File: src/rtl/ser_pkg.sv
// -----------------------------------------------------------------------------
// ser_pkg
// Shared definitions for the bit serializer slice.
//   SER_WIDTH   : default parallel word width
//   ser_state_t : serializer FSM encoding (S_IDLE = 1'b0, S_SHIFT = 1'b1)
// No ports (package).
// -----------------------------------------------------------------------------
package ser_pkg;

   localparam int SER_WIDTH = 8;

   typedef enum logic {
      S_IDLE  = 1'b0,
      S_SHIFT = 1'b1
   } ser_state_t;

endpackage

File: src/rtl/ser_hold_buf.sv
// -----------------------------------------------------------------------------
// ser_hold_buf
// One-entry holding register with a full flag. Parks the next word while the
// serializer is still shifting out the current one.
// Ports:
//   clk   : clock, rising edge
//   rst   : asynchronous active-high reset (empties the buffer)
//   wr_en : write d into the buffer, sets full
//   rd_en : the buffer contents are consumed this edge, clears full
//   d     : word to park
//   q     : parked word
//   full  : buffer holds a word
// -----------------------------------------------------------------------------
module ser_hold_buf
   import ser_pkg::*;
#(
   parameter int WIDTH = SER_WIDTH
)
(
   input  logic             clk,
   input  logic             rst,
   input  logic             wr_en,
   input  logic             rd_en,
   input  logic [WIDTH-1:0] d,
   output logic [WIDTH-1:0] q,
   output logic             full
);

   // A write only happens while empty and a read only while full, so the two
   // never collide; write still takes priority to keep the intent explicit.
   always_ff @(posedge clk or posedge rst) begin
      if (rst) begin
         q    <= '0;
         full <= 1'b0;
      end else if (wr_en) begin
         q    <= d;
         full <= 1'b1;
      end else if (rd_en) begin
         full <= 1'b0;
      end
   end

endmodule

File: src/rtl/bit_serializer.sv
// -----------------------------------------------------------------------------
// bit_serializer
// Parallel-to-serial converter feeding a downstream run detector. A word is
// loaded straight into the shifter when idle; a word arriving while shifting
// is parked in ser_hold_buf and transferred on the last-bit edge so that
// consecutive words stream out with no gap.
//
// Handshake: a word transfers on every rising edge where in_valid and
// in_ready are both 1. in_ready is a function of registered state only
// (the holding register is empty); it never depends on in_valid.
//
// Build option: define SER_LSB_FIRST_EN to emit data_in[0] first; the
// default build emits data_in[WIDTH-1] first. Timing is identical.
//
// Ports:
//   clk       : clock, rising edge
//   rst       : asynchronous active-high reset
//   data_in   : parallel word (WIDTH bits)
//   in_valid  : data_in is valid
//   in_ready  : a word can be accepted
//   x         : serial bit, 0 when idle
//   x_valid   : x carries a data bit this cycle
//   busy      : shifter or holding register occupied
//   word_done : last bit of the current word is on x
//   dbg_state : current FSM state (ser_state_t encoding) for observation
// -----------------------------------------------------------------------------
module bit_serializer
   import ser_pkg::*;
#(
   parameter int WIDTH = SER_WIDTH
)
(
   input  logic             clk,
   input  logic             rst,
   input  logic [WIDTH-1:0] data_in,
   input  logic             in_valid,
   output logic             in_ready,
   output logic             x,
   output logic             x_valid,
   output logic             busy,
   output logic             word_done,
   output logic             dbg_state
);

   localparam int CW = (WIDTH > 1) ? $clog2(WIDTH) : 1;
   localparam logic [CW-1:0] CNT_LAST = CW'(WIDTH - 1);

   ser_state_t       state, state_nx;
   logic [WIDTH-1:0] shreg, shreg_nx, shreg_shifted;
   logic [CW-1:0]    cnt, cnt_nx;
   logic             out_bit;
   logic             accept;
   logic             hold_wr, hold_rd, hold_full;
   logic [WIDTH-1:0] hold_q;

   assign in_ready = ~hold_full;
   assign accept   = in_valid & in_ready;

`ifdef SER_LSB_FIRST_EN
   assign out_bit       = shreg[0];
   assign shreg_shifted = {1'b0, shreg[WIDTH-1:1]};
`else
   assign out_bit       = shreg[WIDTH-1];
   assign shreg_shifted = {shreg[WIDTH-2:0], 1'b0};
`endif

   ser_hold_buf #(.WIDTH(WIDTH)) u_hold (
      .clk   (clk),
      .rst   (rst),
      .wr_en (hold_wr),
      .rd_en (hold_rd),
      .d     (data_in),
      .q     (hold_q),
      .full  (hold_full)
   );

   always_ff @(posedge clk or posedge rst) begin
      if (rst) begin
         state <= S_IDLE;
         shreg <= '0;
         cnt   <= '0;
      end else begin
         state <= state_nx;
         shreg <= shreg_nx;
         cnt   <= cnt_nx;
      end
   end

   always_comb begin
      state_nx = state;
      shreg_nx = shreg;
      cnt_nx   = cnt;
      hold_wr  = 1'b0;
      hold_rd  = 1'b0;
      if (state == S_IDLE) begin
         if (accept) begin
            shreg_nx = data_in;
            cnt_nx   = '0;
            state_nx = S_SHIFT;
         end
      end else begin
         if (cnt != CNT_LAST) begin
            shreg_nx = shreg_shifted;
            cnt_nx   = cnt + CW'(1);
            hold_wr  = accept;
         end else if (hold_full) begin
            // Parked word wins over the input; in_ready is 0 here anyway.
            shreg_nx = hold_q;
            cnt_nx   = '0;
            hold_rd  = 1'b1;
         end else if (accept) begin
            shreg_nx = data_in;
            cnt_nx   = '0;
         end else begin
            // Clear the shifter so nothing stale is left for the next word.
            shreg_nx = '0;
            cnt_nx   = '0;
            state_nx = S_IDLE;
         end
      end
   end

   assign x_valid   = (state == S_SHIFT);
   assign x         = x_valid & out_bit;
   assign word_done = x_valid & (cnt == CNT_LAST);
   assign busy      = x_valid | hold_full;
   assign dbg_state = state;

endmodule

File: config.mk
export PLATFORM = sky130hd
export DESIGN_NAME = bit_serializer
export DESIGN_NICKNAME = d
export VERILOG_FILES = /design/src/rtl/ser_pkg.sv /design/src/rtl/ser_hold_buf.sv /design/src/rtl/bit_serializer.sv
export SDC_FILE = /design/constraint.sdc
export NUM_CORES = 1
export LEC_CHECK = 0
export CAP_MARGIN = 25
export CELL_PAD_IN_SITES_DETAIL_PLACEMENT = 2
export CELL_PAD_IN_SITES_GLOBAL_PLACEMENT = 2
export CORE_MARGIN = 10
export CORE_UTILIZATION = 39
export CTS_BUF_LIST = sky130_fd_sc_hd__clkbuf_4 sky130_fd_sc_hd__clkbuf_8 sky130_fd_sc_hd__clkbuf_16
export CTS_CLUSTER_SIZE = 25
export DETAILED_ROUTE_END_ITERATION = 8
export DONT_BUFFER_PORTS = 1
export PLACE_DENSITY = 0.79
export SLEW_MARGIN = 20
export SYNTH_ARGS = -nofsm -noshare
export SYNTH_HDL_FRONTEND = slang
export SYNTH_SLANG_ARGS = --single-unit
export TNS_END_PERCENT = 100
File: constraint.sdc
create_clock -name clk -period 2.1 [get_ports clk]
set_clock_uncertainty 0.05 [all_clocks]
set_input_delay 0.42 -clock clk [delete_from_list [all_inputs] [get_ports clk]]
set_output_delay 0.42 -clock clk [all_outputs]
set_load 0.02 [all_outputs]
Word level (Yosys, flattened, before mapping). Cells that the tools add are included. Widths: inputs -> output; s select.

Muxes and demuxes: 19. Equal/unequal tests: 2. Reduce and logical (&&, ||, !) cells: 2. Bitwise operators: 5. $add $sub $neg: 1.

Operator list (count): $mux 8 (5); $mux 1 (11); $mux 3 (3); $reduce_bool 2->1 (2); $add 3x1->3 const B (1); $and 1x1->1 (3); $eq 3x3->1 const B (1); $ne 3x3->1 const B (1); $not 1->1 (1); $or 1x1->1 (1).

Word-level logic and storage cells: 34. Input bits: 11. Flip-flop bits (word level): 21. Output and inout port bits: 6.

Depth between registers and ports, before layout. Gate-level depths: netlist (run 1).

Depth in word-level cells: 6. Depth in mapped cells: 6. Gate-level depth less buffers: 5.

Cells and area by module. A second synthesis (run 1) with hierarchy kept.

Cells, all modules: 77. Area, all modules: 1031.0 sq um.

By module, submodules not included: bit_serializer (cells an instance 56, area an instance 658.1 sq um, instances 1, seq. area each 300.3 sq um); ser_hold_buf (cells an instance 21, area an instance 372.9 sq um, instances 1, seq. area each 225.2 sq um).

Worst setup path before layout (run 1). OpenSTA, ideal clock, no wires.

Path type: flip-flop to flip-flop. Start point: register cnt[0]. End point: register u_hold.q[0]. Arrival time: 1547 ps. Stages on the path, launching flop included: 6. Buffers on the path: 0. Path slack: 378 ps. Library setup time: 125 ps. Data required time: 1925 ps. Period minus slack after synthesis: 1722 ps. Cell sequence: dfrtp_1 -> ha_1 -> ha_1 -> nand2b_2 -> nor2_2 -> mux2_2.

Cells in the longest elaborated chain, start to end: 3.

Ends and longest elaborated chain: start: declaration (line bit_serializer.sv:50) `logic [CW-1:0] cnt, cnt_nx;`; start signal: assignment (line bit_serializer.sv:85) `cnt <= cnt_nx;`; $ne 3x3->1 (line bit_serializer.sv:102) `if (cnt != CNT_LAST) begin`; $mux 1 (line bit_serializer.sv:102); $mux 1 (line bit_serializer.sv:95) `if (state == S_IDLE) begin`; end signal: assignment (line ser_hold_buf.sv:33) `q <= '0;`; end signal: assignment (line ser_hold_buf.sv:36) `q <= d;`; end: declaration (line ser_hold_buf.sv:25) `output logic [WIDTH-1:0] q,`.

No other way between the ends. A chain may end at the register's enable or synchronous reset.

Worst setup path after layout (run 1).
Start point: register cnt[0]. End point: output word_done.

Cells in the longest elaborated chain, start to end: 2.

Ends and longest elaborated chain: $eq 3x3->1 (line bit_serializer.sv:125) `assign word_done = x_valid & (cnt == CNT_LAST);`; $and 1x1->1 (line bit_serializer.sv:125); end: declaration (line bit_serializer.sv:41) `output logic word_done,`.

No other way between the ends.

==> results by stage, run 1 <==
STA:
- The number of hold violations in the final report is 0.
- The max-slew violation total from the final report is 0.
- The smallest clock period supported by the final layout is computed as 1.90 ns.
- The achievable clock frequency is 526 MHz.
- The post-route worst hold slack is 0.191 ns.
- At the pin with the least slew margin, the transition time is 0.291 ns.
- The worst pin sits at a relative slew slack of 80.6%.
- Setup repair after global routing left no endpoint under its margin.
- The final number of setup-violating endpoints is 0.
- The sum of negative setup slack is 0 ns.
- The final critical path takes up 90.5% of the cycle.

GRT:
- Entering global routing, the biggest net connects 22 pins.
- The busiest metal layer after global routing is met2.
- For this run, global-route usage on met1 was measured as 12.7%.
- The number of antenna violations at the first check in global routing was 0.
- The via count of the first global-routing pass is 854.
- For this run, global-route usage on met2 was measured as 16.4%.
- Global routing used 10.5% of the available tracks.
- The overflow left after global routing is 0.
- In the global route stage, met3 resource usage came out at 4.55%.
- The wire length of the first global-routing pass is 4390 um.

CTS:
- TritonCTS built the clock tree.
- The maximum buffer depth of the clock tree is 2.
- The post-CTS setup buffer count is 0.
- The clock reaches the later pin of the worst-skew pair after 0.30 ns.
- The buffer type at the clock tree root is sky130_fd_sc_hd__clkbuf_4.
- The maximum level of the CTS H-tree is 1.
- The number of clock buffers inserted by TritonCTS is 3.
- After clock tree synthesis, the clock-pin slew on the worst setup and hold paths is 0.12 ns.
- The TritonCTS sink count is 21.

Flow run:
- The tool flagged a number of max-cap violations equal to 0.

Yosys:
- By area the synthesized netlist is led by sky130_fd_sc_hd__dfrtp_1, sky130_fd_sc_hd__mux2_2, sky130_fd_sc_hd__a221o_1.
- The count of distinct cell types in the synthesized netlist is 24.
- The fraction of registers with async set or reset after synthesis is 100%.
- The number of synthesized flops with an enable pin is 0.
- The biggest area consumer among synthesized cells is sky130_fd_sc_hd__dfrtp_1.
- The synthesized net count is 104.
- By count the netlist is led by sky130_fd_sc_hd__dfrtp_1, sky130_fd_sc_hd__mux2_2, sky130_fd_sc_hd__nand2_1.
- The synthesized netlist occupies a cell area of 1030 sq um.
- The post-synthesis instance total is 90.
- A synthesized cell averages 11.5 sq um.
- The share of Yosys cell area claimed by the top area cell type is 50.8%.
- After synthesis the netlist holds a flip-flop and latch count of 21.
- The top flip-flop cell by instance count after synthesis is sky130_fd_sc_hd__dfrtp_1.
- By instance count, the leading cell after synthesis is sky130_fd_sc_hd__dfrtp_1.
- Sequential cells were found to cover 50.8% of the synthesized design area.
- The count of warnings emitted by yosys is 0.

Setup path:
- The startpoint kind of the worst setup timing path is a flip-flop.
- The capturing element type of the critical path is an output pin.
- The category of the critical setup timing path is flip-flop to output pin.
- The startpoint identified for the worst register-to-register timing path is cnt[0].
- The depth of the most critical reg-to-reg path is 6.
- The setup check on the worst reg-to-reg path leaves a slack of 0.29 ns.
- For the worst setup path, the data required time is 1.63 ns.
- At the worst endpoint, the arrival time is 1.43 ns.
- The endpoint identified for the worst register-to-register timing path is u_hold.q[1].
- The maximum fanout count along the critical path is 7.

Drt:
- The number of design rule violations left after detail routing is 0.
- The final layout contains routed wiring with a total length of 2560 um.
- The routed via count divided by cell count is 5.85.
- The count of nets left with antenna violations once routing finished came out at 0.
- Dividing the detail-routed wire length by the instance count gives 20.3 um.
- The routed via count is 737.
- The number of detailed-route iterations in the first pass is 4.
- The first-iteration detailed-routing DRC count is 11.

Cells and area:
- For this run, the post-layout net count is 111.
- From synthesis to final layout, the design area changed by 9.32%.
- The ratio of cells with drive above 1 in the final layout is 26.0%.
- The post-route non-filler standard cell count is 126.
- 0 antenna diodes ended up in the layout.

Min path:
- In this run the worst hold path is classified as input pin to flip-flop.
- The worst min-delay path endpoint is shreg[3].
- The instance count along the most critical hold path is 1.
- The critical hold path startpoint is data_in[3].

Placed design:
- The cell total after placement is 121.
- The number of buffers inserted by port buffering is 0.
- At the end of routability-driven placement, the weighted congestion stood at 0.724.
- Detailed placement ended at an HPWL of 1850 um.

Power and ir drop:
- The total leakage power is 0.517 nW.
- The power share of the clock group is 12.6%.
- The share of total power dissipated in sequential elements is 41.6%.
- The cell area power density is 1470 nW/um^2.
- VDD sags by at most 686 uV.
- The switching portion of total power is 39.0%.
- The net switching component of the power is 0.000647 W.
- Combinational logic burns 45.8% of the power.
- The internal portion of the total power is 0.00101 W.

Die:
- For this configuration, the core starts out at a cell density of 41.3%.
- The die extent in y is 71.5 um.
- For this design the top-level I/O count stands at 17.
- The floorplan step defined a die boundary enclosing 5110 sq um.
- The die is 71.5 um wide.
- The floorplan has 18 rows.
- The core region area is 2500 sq um.

Status:
- The run finished with clean final reports.
-- layout make-up --
type	instances	area [sq um]
Fill cell	258	1370
Sequential cell	21	526
Multi-Input combinational cell	60	467
Timing Repair Buffer	7	55.1
Tap cell	30	37.5
Clock buffer	4	30.0
Inverter	4	15.0
-- worst max-delay path, cell delays in order (launching register included) --
cell,delay (ns)
sky130_fd_sc_hd__dfrtp_1,0.39
sky130_fd_sc_hd__ha_1,0.18
sky130_fd_sc_hd__ha_2,0.26
sky130_fd_sc_hd__inv_1,0.11
sky130_fd_sc_hd__nor2_4,0.19
-- logic make-up after synthesis --
| family | Yosys count | synth area share, % |
|---|---|---|
| flops | 21 | 50.8 |
| mux | 8 | 8.72 |
| simple gates | 25 | 13.6 |
| fa+ha+maj | 3 | 3.63 |
| buf+inv | 9 | 4.96 |
| compound gates | 24 | 18.3 |
-- cells in the final DEF (no fill, tap or decap), types with 3 or more instances in the layout --
cell type                    n
sky130_fd_sc_hd__dfrtp_1    21
sky130_fd_sc_hd__mux2_2      8
sky130_fd_sc_hd__nand2_1     7
sky130_fd_sc_hd__buf_4       6
sky130_fd_sc_hd__inv_1       4
sky130_fd_sc_hd__a32o_1      4
sky130_fd_sc_hd__a221o_1     4
sky130_fd_sc_hd__nand2b_1    4
sky130_fd_sc_hd__nand3_1     4
sky130_fd_sc_hd__a21oi_1     4
sky130_fd_sc_hd__a211o_1     4
sky130_fd_sc_hd__clkbuf_4    4
sky130_fd_sc_hd__o21ai_0     3
sky130_fd_sc_hd__o2bb2ai_1   3
-- how the worst max path moves through the flow --
stage	start	end	slack, ns	depth (start not counted)
2_1_floorplan	cnt[0]	u_hold.q[0]	0.38	5
3_3_place_gp	cnt[0]	shreg[5]	0.33	5
3_5_place_dp	cnt[0]	word_done	0.26	4
4_1_cts	cnt[0]	word_done	0.01	4
5_1_grt	cnt[0]	word_done	0.08	4
6_report	cnt[0]	word_done	0.20	4
-- metal layers --
metal  part of all wire [%]  routed length [um]  vias up
met2                     49                1260       21
li1                       -                   -      338
met4                   0.51                  13        0
met5                      0                   0        -
met3                    8.6                 220        2
met1                     42                1070      376
-- through the flow --
step | area (sq um) | power, W | util [%] | setup WS, ns
after floorplan | 1030 | 0.00126 | - | 0.378
after global placement | 1080 | 0.00141 | 43.2 | 0.329
after detailed placement | 1080 | 0.00146 | 43.2 | 0.261
after CTS | 1120 | 0.00168 | 44.9 | 0.00960
after global routing | 1130 | 0.00182 | 45.2 | 0.0784
final | 1130 | 0.00166 | 45.2 | 0.200
-- power groups by stage --
stage                     registers (W)  clock network (W)  logic [W]
after CTS                      0.000693           0.000216   0.000768
after detailed placement       0.000701                  0   0.000754
after global placement         0.000693                  0   0.000715
final                          0.000691           0.000209   0.000761
after floorplan                0.000671                  0   0.000587
after global routing           0.000717           0.000236   0.000868
-- flip-flops by register name, summed over array words and instances (netlist names) --
signal       flops
shreg            8
u_hold.full      1
cnt              3
dbg_state        1
u_hold.q         8
-- timing repair --
action	in CTS	in global routing
hold buffers	1	0
endpoints found under the hold margin	21	0
gates resized for setup	1	2
pin swaps	0	0
setup endpoints to repair	1	1
(Power assumes the default switching activity.)
==> run 2, diff against run 1 <==
--- a/config.mk
+++ b/config.mk
@@ -9,7 +9,7 @@
 export CELL_PAD_IN_SITES_DETAIL_PLACEMENT = 2
 export CELL_PAD_IN_SITES_GLOBAL_PLACEMENT = 2
 export CORE_MARGIN = 10
-export CORE_UTILIZATION = 39
+export CORE_UTILIZATION = 41
 export CTS_BUF_LIST = sky130_fd_sc_hd__clkbuf_4 sky130_fd_sc_hd__clkbuf_8 sky130_fd_sc_hd__clkbuf_16
 export CTS_CLUSTER_SIZE = 25
 export DETAILED_ROUTE_END_ITERATION = 8
@@ -18,5 +18,6 @@
 export SLEW_MARGIN = 20
 export SYNTH_ARGS = -nofsm -noshare
 export SYNTH_HDL_FRONTEND = slang
+export SYNTH_HIERARCHICAL = 1
 export SYNTH_SLANG_ARGS = --single-unit
 export TNS_END_PERCENT = 100
==> run 2 against run 1 <==
  * Register-to-register slack got worse by 0.14 ns
  * Sequential power rose by 2%
  * Via count decreased by 10%
  * Critical path type is now flip-flop to flip-flop
  * Largest power group is now registers
==> results by stage, run 2 <==
Setup path:
- The worst setup path is launched from a flip-flop.
- Grouping stages by cell kind, the critical path spends the most delay in flip-flops.
- The most critical setup path has its startpoint at cnt[0].
- The critical path depth is 6 (+2).
- The delay of the slowest critical-path stage was 0.43 ns (+0.04 ns).
- The maximum fanout count along the critical path was 9 (+2).
- The capturing element type of the critical path is a flip-flop.
- The signal on the critical path passes through ha_1 -> ha_1 -> nand2b_1 -> nor3b_2 -> buf_4 -> mux2_4.
- The worst setup path endpoint is u_hold/q[2].
- The capture point of the worst reg-to-reg path is u_hold/q[2].
- The data arrival at the endpoint of the critical path came to 2.09 ns (+0.66 ns).
- The number of buffers and inverters on the critical path is 1 (unchanged).
- The data required time at the worst endpoint is 2.25 ns (+0.62 ns).
- The depth of the most critical reg-to-reg path was 6 (unchanged).
- Counting stages on the worst path, the most repeated cell is sky130_fd_sc_hd__ha_1.
- The register-to-register setup slack is 0.15 ns (-0.14 ns).
- The critical path in this run is classified as flip-flop to flip-flop.
- For this design, the slowest cell found on the critical path is sky130_fd_sc_hd__dfrtp_1.
- In this run the critical register-to-register path is launched from cnt[0].

Yosys:
- For this run, the leading register cell type out of synthesis is sky130_fd_sc_hd__dfrtp_1.
- Yosys instantiated no cell more often than sky130_fd_sc_hd__dfrtp_1.
- The synthesized area is 1030 sq um (-0.24%).
- The count of warnings emitted by yosys is 6 (+6).
- The number of synthesized flops with an enable pin is 0 (unchanged).
- By area the synthesized netlist is led by sky130_fd_sc_hd__dfrtp_1, sky130_fd_sc_hd__mux2_4, sky130_fd_sc_hd__a221o_1.
- The flop and latch count out of synthesis is 21 (unchanged).
- The share of Yosys cell area claimed by the top area cell type is 51.0% (+0.12 points).
- The post-synthesis instance total came to 77 (-14%).
- The synthesized net count is 91 (-13%).
- The biggest area consumer among synthesized cells is sky130_fd_sc_hd__dfrtp_1.
- The count of distinct cell types in the synthesized netlist is 25 (+4.2%).
- The register area share after synthesis is 51.0% (+0.12 points).
- The commonest cells after synthesis are sky130_fd_sc_hd__dfrtp_1, sky130_fd_sc_hd__mux2_4, sky130_fd_sc_hd__a221o_1, sky130_fd_sc_hd__a32o_1, sky130_fd_sc_hd__inv_1.
- The fraction of registers with async set or reset after synthesis is 100% (unchanged).
- The mean cell area of the mapped netlist was 13.4 sq um (+17%).

Cells and area:
- The most common cell after layout, fill and taps aside is sky130_fd_sc_hd__dfrtp_1.
- The number of nets in the final layout is 93 (-16%).
- Relative to the synthesized area, the layout overhead comes to 4.49%.
- The ratio of cells with drive above 1 in the final layout is 24.4% (-1.7 points).
- The library cells used most frequently in the layout, excluding fill and tap cells, are sky130_fd_sc_hd__dfrtp_1, sky130_fd_sc_hd__mux2_4, sky130_fd_sc_hd__a32o_1, sky130_fd_sc_hd__a221o_1, sky130_fd_sc_hd__inv_1.
- In the final layout, the registers with the most flip-flops are shreg x8, u_hold/q x8, cnt x3.
- The count of filler cells inserted in the layout is 254 (-1.6%).
- The number of antenna repair diodes is 0 (unchanged).

STA:
- The tightest slew margin relative to the limit is 60.1% (-20 points).
- The number of hold violations in the final report is 0 (unchanged).
- The final critical delay including setup and external delays is 1.95 ns (+0.0458 ns).
- The post-route fraction of the period consumed by the critical path came to 92.6% (+2.2 points).
- Setup repair after global routing left no endpoint under its margin.
- The setup slack after layout was 0.155 ns (-0.0458 ns).
- The max-slew violation total from the final report is 0 (unchanged).
- The actual transition at the worst max-transition pin is 0.597 ns (+0.306 ns).
- The final number of setup-violating endpoints is 0 (unchanged).
- The achievable clock frequency is 514 MHz (-2.4%).
- The sum of negative setup slack is 0 ns (unchanged).

CTS:
- The post-CTS setup buffer count came to 0 (unchanged).
- The clock input transition at the sequential cells of the worst setup and hold paths came to 0.13 ns (about the same).
- The number of clock buffers inserted by TritonCTS is 3 (unchanged).
- The insertion delay of the later-clocked pin in the worst-skew pair is 0.31 ns (about the same).
- The buffer type at the clock tree root is sky130_fd_sc_hd__clkbuf_4.
- The CTS tree is done.
- The quantity of gates resized following cts is 0 (-1).
- The maximum level of the CTS H-tree was 1 (unchanged).
- The number of hold buffers added after cts is 1 (unchanged).
- The maximum buffer depth of the clock tree came to 2 (unchanged).
- The TritonCTS sink count came to 21 (unchanged).

Drt:
- The average wire length per cell after detail routing was 22.9 um (+13%).
- The routed wire length on met3 is 129 um (-41%).
- The number of detailed-route iterations in the first pass came to 4 (unchanged).
- The first-iteration detailed-routing DRC count is 36 (+25).
- The detailed-route wire length on metal 1 is 976 um (-8.4%).
- The routed length on met2 was 1340 um (+6.2%).
- The antenna violation net count after detailed routing is 0 (unchanged).
- The routed via count divided by cell count was 6.13 (+4.8%).
- The routed via count is 662 (-10%).
- The number of design rule violations left after detail routing came to 0 (unchanged).
- The detailed-route wire length is 2470 um (-3.3%).
- The highest metal layer with signal wires is met4.

Placed design:
- The final weighted congestion in routability-driven placement is 0.749 (+3.4%).
- The worst setup timing slack at the placement stage was 0.173 ns (-0.0873 ns).
- The placed wire-length estimate after detailed placement is 1820 um (-1.4%).
- The number of buffers inserted by port buffering was 0 (unchanged).

GRT:
- The overflow left after global routing is 0 (unchanged).
- The number of antenna violations at the first check in global routing came to 0 (unchanged).
- The via count of the first global-routing pass came to 729 (-15%).
- The wire length of the first global-routing pass is 4130 um (-6.0%).
- The largest net degree at the start of global routing is 13 (-41%).
- The total routing resource utilization after global routing is 10.4% (-0.057 points).

Status:
- The run finished with clean final reports.

Die:
- The placement row count was 18 (unchanged).
- The core region area is 2430 sq um (-2.7%).
- The starting density of the core is 42.4% (+1.0 points).
- The full die area is 4920 sq um (-3.7%).
- The horizontal die dimension is 70.1 um (-1.9%).
- The I/O pin total is 17 (unchanged).
- The die extent in y is 70.1 um (-1.9%).

Power and ir drop:
- The overall power consumption is 0.00154 W (-7.1%).
- The total leakage power was 0.489 nW (-5.3%).
- The worst vdd rail ir drop was 589 uV (-14%).
- The cell area power density is 1430 nW/um^2 (-2.5%).

Flow run:
- The count of max-cap constraint violations is 0 (unchanged).

Min path:
- The worst hold-check path type is input pin to flip-flop.
run 2: changes by cell type after synthesis, moves of 3 or more:
cell	change
sky130_fd_sc_hd__a21oi_1	-4
sky130_fd_sc_hd__a32o_1	+3
sky130_fd_sc_hd__a221o_1	+3
sky130_fd_sc_hd__a211o_1	-4
sky130_fd_sc_hd__nand2_1	-7
sky130_fd_sc_hd__nand3_1	-4
sky130_fd_sc_hd__o2bb2ai_1	-3
sky130_fd_sc_hd__mux2_2	-8
sky130_fd_sc_hd__mux2_4	+8
run 2: metrics by stage:
| step | hold slack [ns] | util (%) | cell area [sq um] | instances |
|---|---|---|---|---|
| 6_report | 0.194 | 44.3 | 1080 | 108 |
| 5_1_grt | 0.165 | 44.3 | 1080 | 108 |
| 4_1_cts | 0.189 | 44.3 | 1080 | 108 |
| 3_5_place_dp | 0.260 | 42.7 | 1040 | 103 |
| 3_3_place_gp | 0.238 | 42.7 | 1040 | 103 |
| 2_1_floorplan | 0.198 | - | 1030 | 77 |
run 2: per-layer routing:
layer / vias to the layer above / track usage, %
met4: 0 / 3.29
met2: 17 / 18.2
met3: 4 / 3.11
met1: 351 / 11.8
met5: - / 0
li1: 290 / -
run 2: kinds of logic (layout without fill, tap and decap cells):
kind of cell	after synthesis	in the layout	share of synthesized area, %
mux	9	9	12.6
fa+ha+maj	3	3	3.64
flops	21	21	51.0
buf+inv	11	12	6.55
simple gates	12	12	7.40
compound gates	21	21	18.8
run 2: final cells by class:
cell class / instances / area, sq um / area share, %
clock inverters: 1 / 5.00 / 0.465
well taps: 30 / 37.5 / 3.48
flip-flops and latches: 21 / 526 / 48.8
multi-input cells: 45 / 443 / 41.1
inverters: 5 / 18.8 / 1.74
repair buffers: 3 / 25.0 / 2.32
clock buffers: 3 / 22.5 / 2.09
run 2: worst min-delay path by stage:
stage	depth (start not counted)	start	to	slack, ns
finish	1	data_in[4]	u_hold/q[4]	0.19
global route	1	data_in[4]	u_hold/q[4]	0.17
CTS	1	data_in[4]	u_hold/q[4]	0.19
detailed placement	1	rst	u_hold/q[0]	0.26
global placement	1	rst	u_hold/q[0]	0.24
floorplan	1	rst	u_hold/full	0.20
run 2: power by group:
| part | internal (W) | switching, W | total (W) |
|---|---|---|---|
| Sequential | 0.000573 | 0.000128 | 0.000702 |
| Combinational | 0.000330 | 0.000311 | 0.000641 |
| Clock | 0.0000711 | 0.000130 | 0.000201 |
run 2: worst reg2reg max path: stages (launching register included):
cell and delay (ns):
sky130_fd_sc_hd__dfrtp_1 0.43, sky130_fd_sc_hd__ha_1 0.23, sky130_fd_sc_hd__ha_1 0.19, sky130_fd_sc_hd__nand2b_1 0.18, sky130_fd_sc_hd__nor3b_2 0.20, sky130_fd_sc_hd__buf_4 0.25
sky130_fd_sc_hd__mux2_4 0.33
==> run 3, diff against run 2 <==
--- a/config.mk
+++ b/config.mk
@@ -9,12 +9,12 @@
 export CELL_PAD_IN_SITES_DETAIL_PLACEMENT = 2
 export CELL_PAD_IN_SITES_GLOBAL_PLACEMENT = 2
 export CORE_MARGIN = 10
-export CORE_UTILIZATION = 41
-export CTS_BUF_LIST = sky130_fd_sc_hd__clkbuf_4 sky130_fd_sc_hd__clkbuf_8 sky130_fd_sc_hd__clkbuf_16
+export CORE_UTILIZATION = 44
+export CTS_BUF_LIST = sky130_fd_sc_hd__clkbuf_8
 export CTS_CLUSTER_SIZE = 25
 export DETAILED_ROUTE_END_ITERATION = 8
 export DONT_BUFFER_PORTS = 1
-export PLACE_DENSITY = 0.79
+export PLACE_DENSITY = 0.84
 export SLEW_MARGIN = 20
 export SYNTH_ARGS = -nofsm -noshare
 export SYNTH_HDL_FRONTEND = slang
==> run 3 against run 2 <==
  * Final cell count down 1.9%
  * Die area decreased by 4.9%
  * Core utilization grew 5.1 points
  * Setup slack better by 0.046 ns
  * Sequential cell count stayed put
  * Maximum frequency rose by 2.4%
  * Via count is 2.6% lower
==> results by stage, run 3 (synthesized netlist as in run 2, its figures left out) <==
Status:
- The run finished with clean final reports.

CTS:
- The TritonCTS sink count came to 21 (unchanged).
- The post-CTS setup buffer count is 0 (unchanged).
- The maximum level of the CTS H-tree was 1 (unchanged).
- The clock input transition at the sequential cells of the worst setup and hold paths is 0.08 ns (-0.05 ns).
- The quantity of gates resized following cts is 0 (unchanged).
- The insertion delay of the later-clocked pin in the worst-skew pair was 0.26 ns (-0.05 ns).
- The maximum buffer depth of the clock tree came to 2 (unchanged).
- The tree is rooted in a sky130_fd_sc_hd__clkbuf_8.
- The number of clock buffers inserted by TritonCTS is 3 (unchanged).
- The CTS tree is done.

Drt:
- The routed wire length on met3 is 196 um (+52%).
- The routed via count is 645 (-2.6%).
- The antenna violation net count after detailed routing was 0 (unchanged).
- The number of design rule violations left after detail routing is 0 (unchanged).
- The average wire length per cell after detail routing was 22.3 um (-2.8%).
- The detailed-route wire length is 2360 um (-4.6%).
- The detailed-route wire length on metal 1 was 963 um (-1.3%).
- The first-iteration detailed-routing DRC count is 30 (-17%).
- In this run the top signal layer used is met4.
- The number of detailed-route iterations in the first pass is 4 (unchanged).
- The routed via count divided by cell count was 6.08 (-0.73%).
- The routed length on met2 is 1150 um (-14%).

Power and ir drop:
- The power share of the clock group is 16.4% (+3.4 points).
- The switching portion of total power was 34.9% (-1.9 points).
- The total leakage power is 0.498 nW (+1.9%).
- The cell area power density is 1460 nW/um^2 (+1.6%).
- The portion of total power attributed to sequential cells is 44.6% (-0.9 points).
- The combinational share of power is 39.0% (-2.5 points).
- The worst vdd rail ir drop is 625 uV (+6.2%).
- The internal power was 0.00103 W (+6.2%).
- The net switching component of the power is 0.000555 W (-2.4%).

GRT:
- The overflow left after global routing is 0 (unchanged).
- The total routing resource utilization after global routing was 11.6% (+1.1 points).
- The largest net degree at the start of global routing was 13 (unchanged).
- The wire length of the first global-routing pass is 3890 um (-5.7%).
- The via count of the first global-routing pass is 754 (+3.4%).
- The number of antenna violations at the first check in global routing is 0 (unchanged).

Setup path:
- The maximum fanout count along the critical path was 9 (unchanged).
- The data required time at the worst endpoint was 2.20 ns (-0.05 ns).
- The setup path with the least slack is of type flip-flop to flip-flop.
- The capturing element type of the critical path is a flip-flop.
- The worst setup path is launched from a flip-flop.
- The depth of the most critical reg-to-reg path came to 6 (unchanged).
- The data arrival at the endpoint of the critical path is 2.00 ns (-0.09 ns).

STA:
- The final number of setup-violating endpoints is 0 (unchanged).
- The achievable clock frequency is 527 MHz (+2.4%).
- The number of hold violations in the final report is 0 (unchanged).
- The tightest slew margin relative to the limit was 65.4% (+5.3 points).
- The sum of negative setup slack came to 0 ns (unchanged).
- The max-slew violation total from the final report is 0 (unchanged).
- Setup repair after global routing left no endpoint under its margin.
- The post-route fraction of the period consumed by the critical path is 90.4% (-2.2 points).
- The final critical delay including setup and external delays is 1.90 ns (-0.0463 ns).
- The actual transition at the worst max-transition pin was 0.518 ns (-0.0796 ns).

Placed design:
- The number of buffers inserted by port buffering is 0 (unchanged).
- The placed wire-length estimate after detailed placement is 1850 um (+1.5%).
- The cell total after placement is 101 (-1.9%).
- The final weighted congestion in routability-driven placement is 0.726 (-3.0%).

Die:
- The full die area is 4680 sq um (-4.9%).
- The I/O pin total is 17 (unchanged).
- The core region area is 2210 sq um (-9.1%).
- The placement row count was 17 (-1).
- The die extent in y is 68.4 um (-2.5%).
- The starting density of the core is 46.6% (+4.2 points).
- The horizontal die dimension is 68.4 um (-2.5%).

Cells and area:
- The largest registers in the layout are shreg x8, u_hold/q x8, cnt x3.
- From synthesis to final layout, the design area changed by 5.95%.
- Leaving out fill and tap cells, the most frequent cells in the layout are sky130_fd_sc_hd__dfrtp_1, sky130_fd_sc_hd__mux2_4, sky130_fd_sc_hd__a32o_1, sky130_fd_sc_hd__a221o_1, sky130_fd_sc_hd__inv_1.
- Leaving out fill and tap cells, the most frequent cell in the layout is sky130_fd_sc_hd__dfrtp_1.
- The number of antenna repair diodes is 0 (unchanged).
- The post-route non-filler standard cell count is 106 (-1.9%).
- The ratio of cells with drive above 1 in the final layout is 23.1% (-1.3 points).
- The number of nets in the final layout is 93 (unchanged).

Min path:
- In this run the worst hold path is classified as input pin to asynchronous set/reset pin.

Flow run:
- The count of max-cap constraint violations came to 0 (unchanged).
-- run 3: final timing paths --
check	from	endpoint	slack, ns
worst min register to register	cnt[1]	cnt[1]	0.48
worst max-delay path	cnt[0]	u_hold/q[6]	0.20
min in group clk	data_in[3]	u_hold/q[3]	0.25
worst max register to register	cnt[0]	u_hold/q[6]	0.20
max in group asynchronous	rst	u_hold/q[7]	1.23
worst min-delay path	rst	shreg[1]	0.01
-- run 3: final cells by class --
class | instances | area [sq um]
Fill cell | 236 | 1120
Sequential cell | 21 | 526
Multi-Input combinational cell | 45 | 443
Clock buffer | 3 | 41.3
Tap cell | 28 | 35.0
Timing Repair Buffer | 3 | 25.0
Inverter | 5 | 18.8
Clock inverter | 1 | 3.75
-- run 3: what timing repair did --
action,4_1_cts,5_1_grt
hold endpoints to repair,9,0
hold buffers,1,0
endpoints found under the setup margin,0,0
-- run 3: per-stage QoR --
stage / worst slack, ns / cell area, sq um / util, % / power (W) / hold slack, ns
5_1_grt: 0.0977 / 1090 / 49.4 / 0.00172 / 0.0353
3_3_place_gp: 0.255 / 1040 / 46.9 / 0.00130 / 0.236
6_report: 0.201 / 1090 / 49.4 / 0.00159 / 0.0114
3_5_place_dp: 0.188 / 1040 / 46.9 / 0.00135 / 0.249
2_1_floorplan: 0.316 / 1030 / - / 0.00122 / 0.198
4_1_cts: 0.180 / 1090 / 49.4 / 0.00162 / 0.0305
-- run 3: metal layers --
metal / global-route usage (%) / up-vias
li1: - / 289
met3: 4.73 / 6
met4: 6.03 / 0
met1: 12.9 / 334
met5: 0 / -
met2: 18.5 / 16
-- run 3: power by group through the flow --
stage	sequential, W	combinational [W]	clock (W)
2_1_floorplan	0.000668	0.000548	0
3_3_place_gp	0.000709	0.000594	0
3_5_place_dp	0.000719	0.000630	0
4_1_cts	0.000714	0.000634	0.000273
5_1_grt	0.000738	0.000680	0.000298
6_report	0.000709	0.000619	0.000261
-- run 3: critical path: stages, from the launching register on --
cell and delay [ns]:
sky130_fd_sc_hd__dfrtp_1 0.41, sky130_fd_sc_hd__ha_1 0.23, sky130_fd_sc_hd__ha_1 0.17, sky130_fd_sc_hd__nand2b_1 0.18, sky130_fd_sc_hd__nor3b_2 0.19, sky130_fd_sc_hd__buf_4 0.23
sky130_fd_sc_hd__mux2_4 0.32
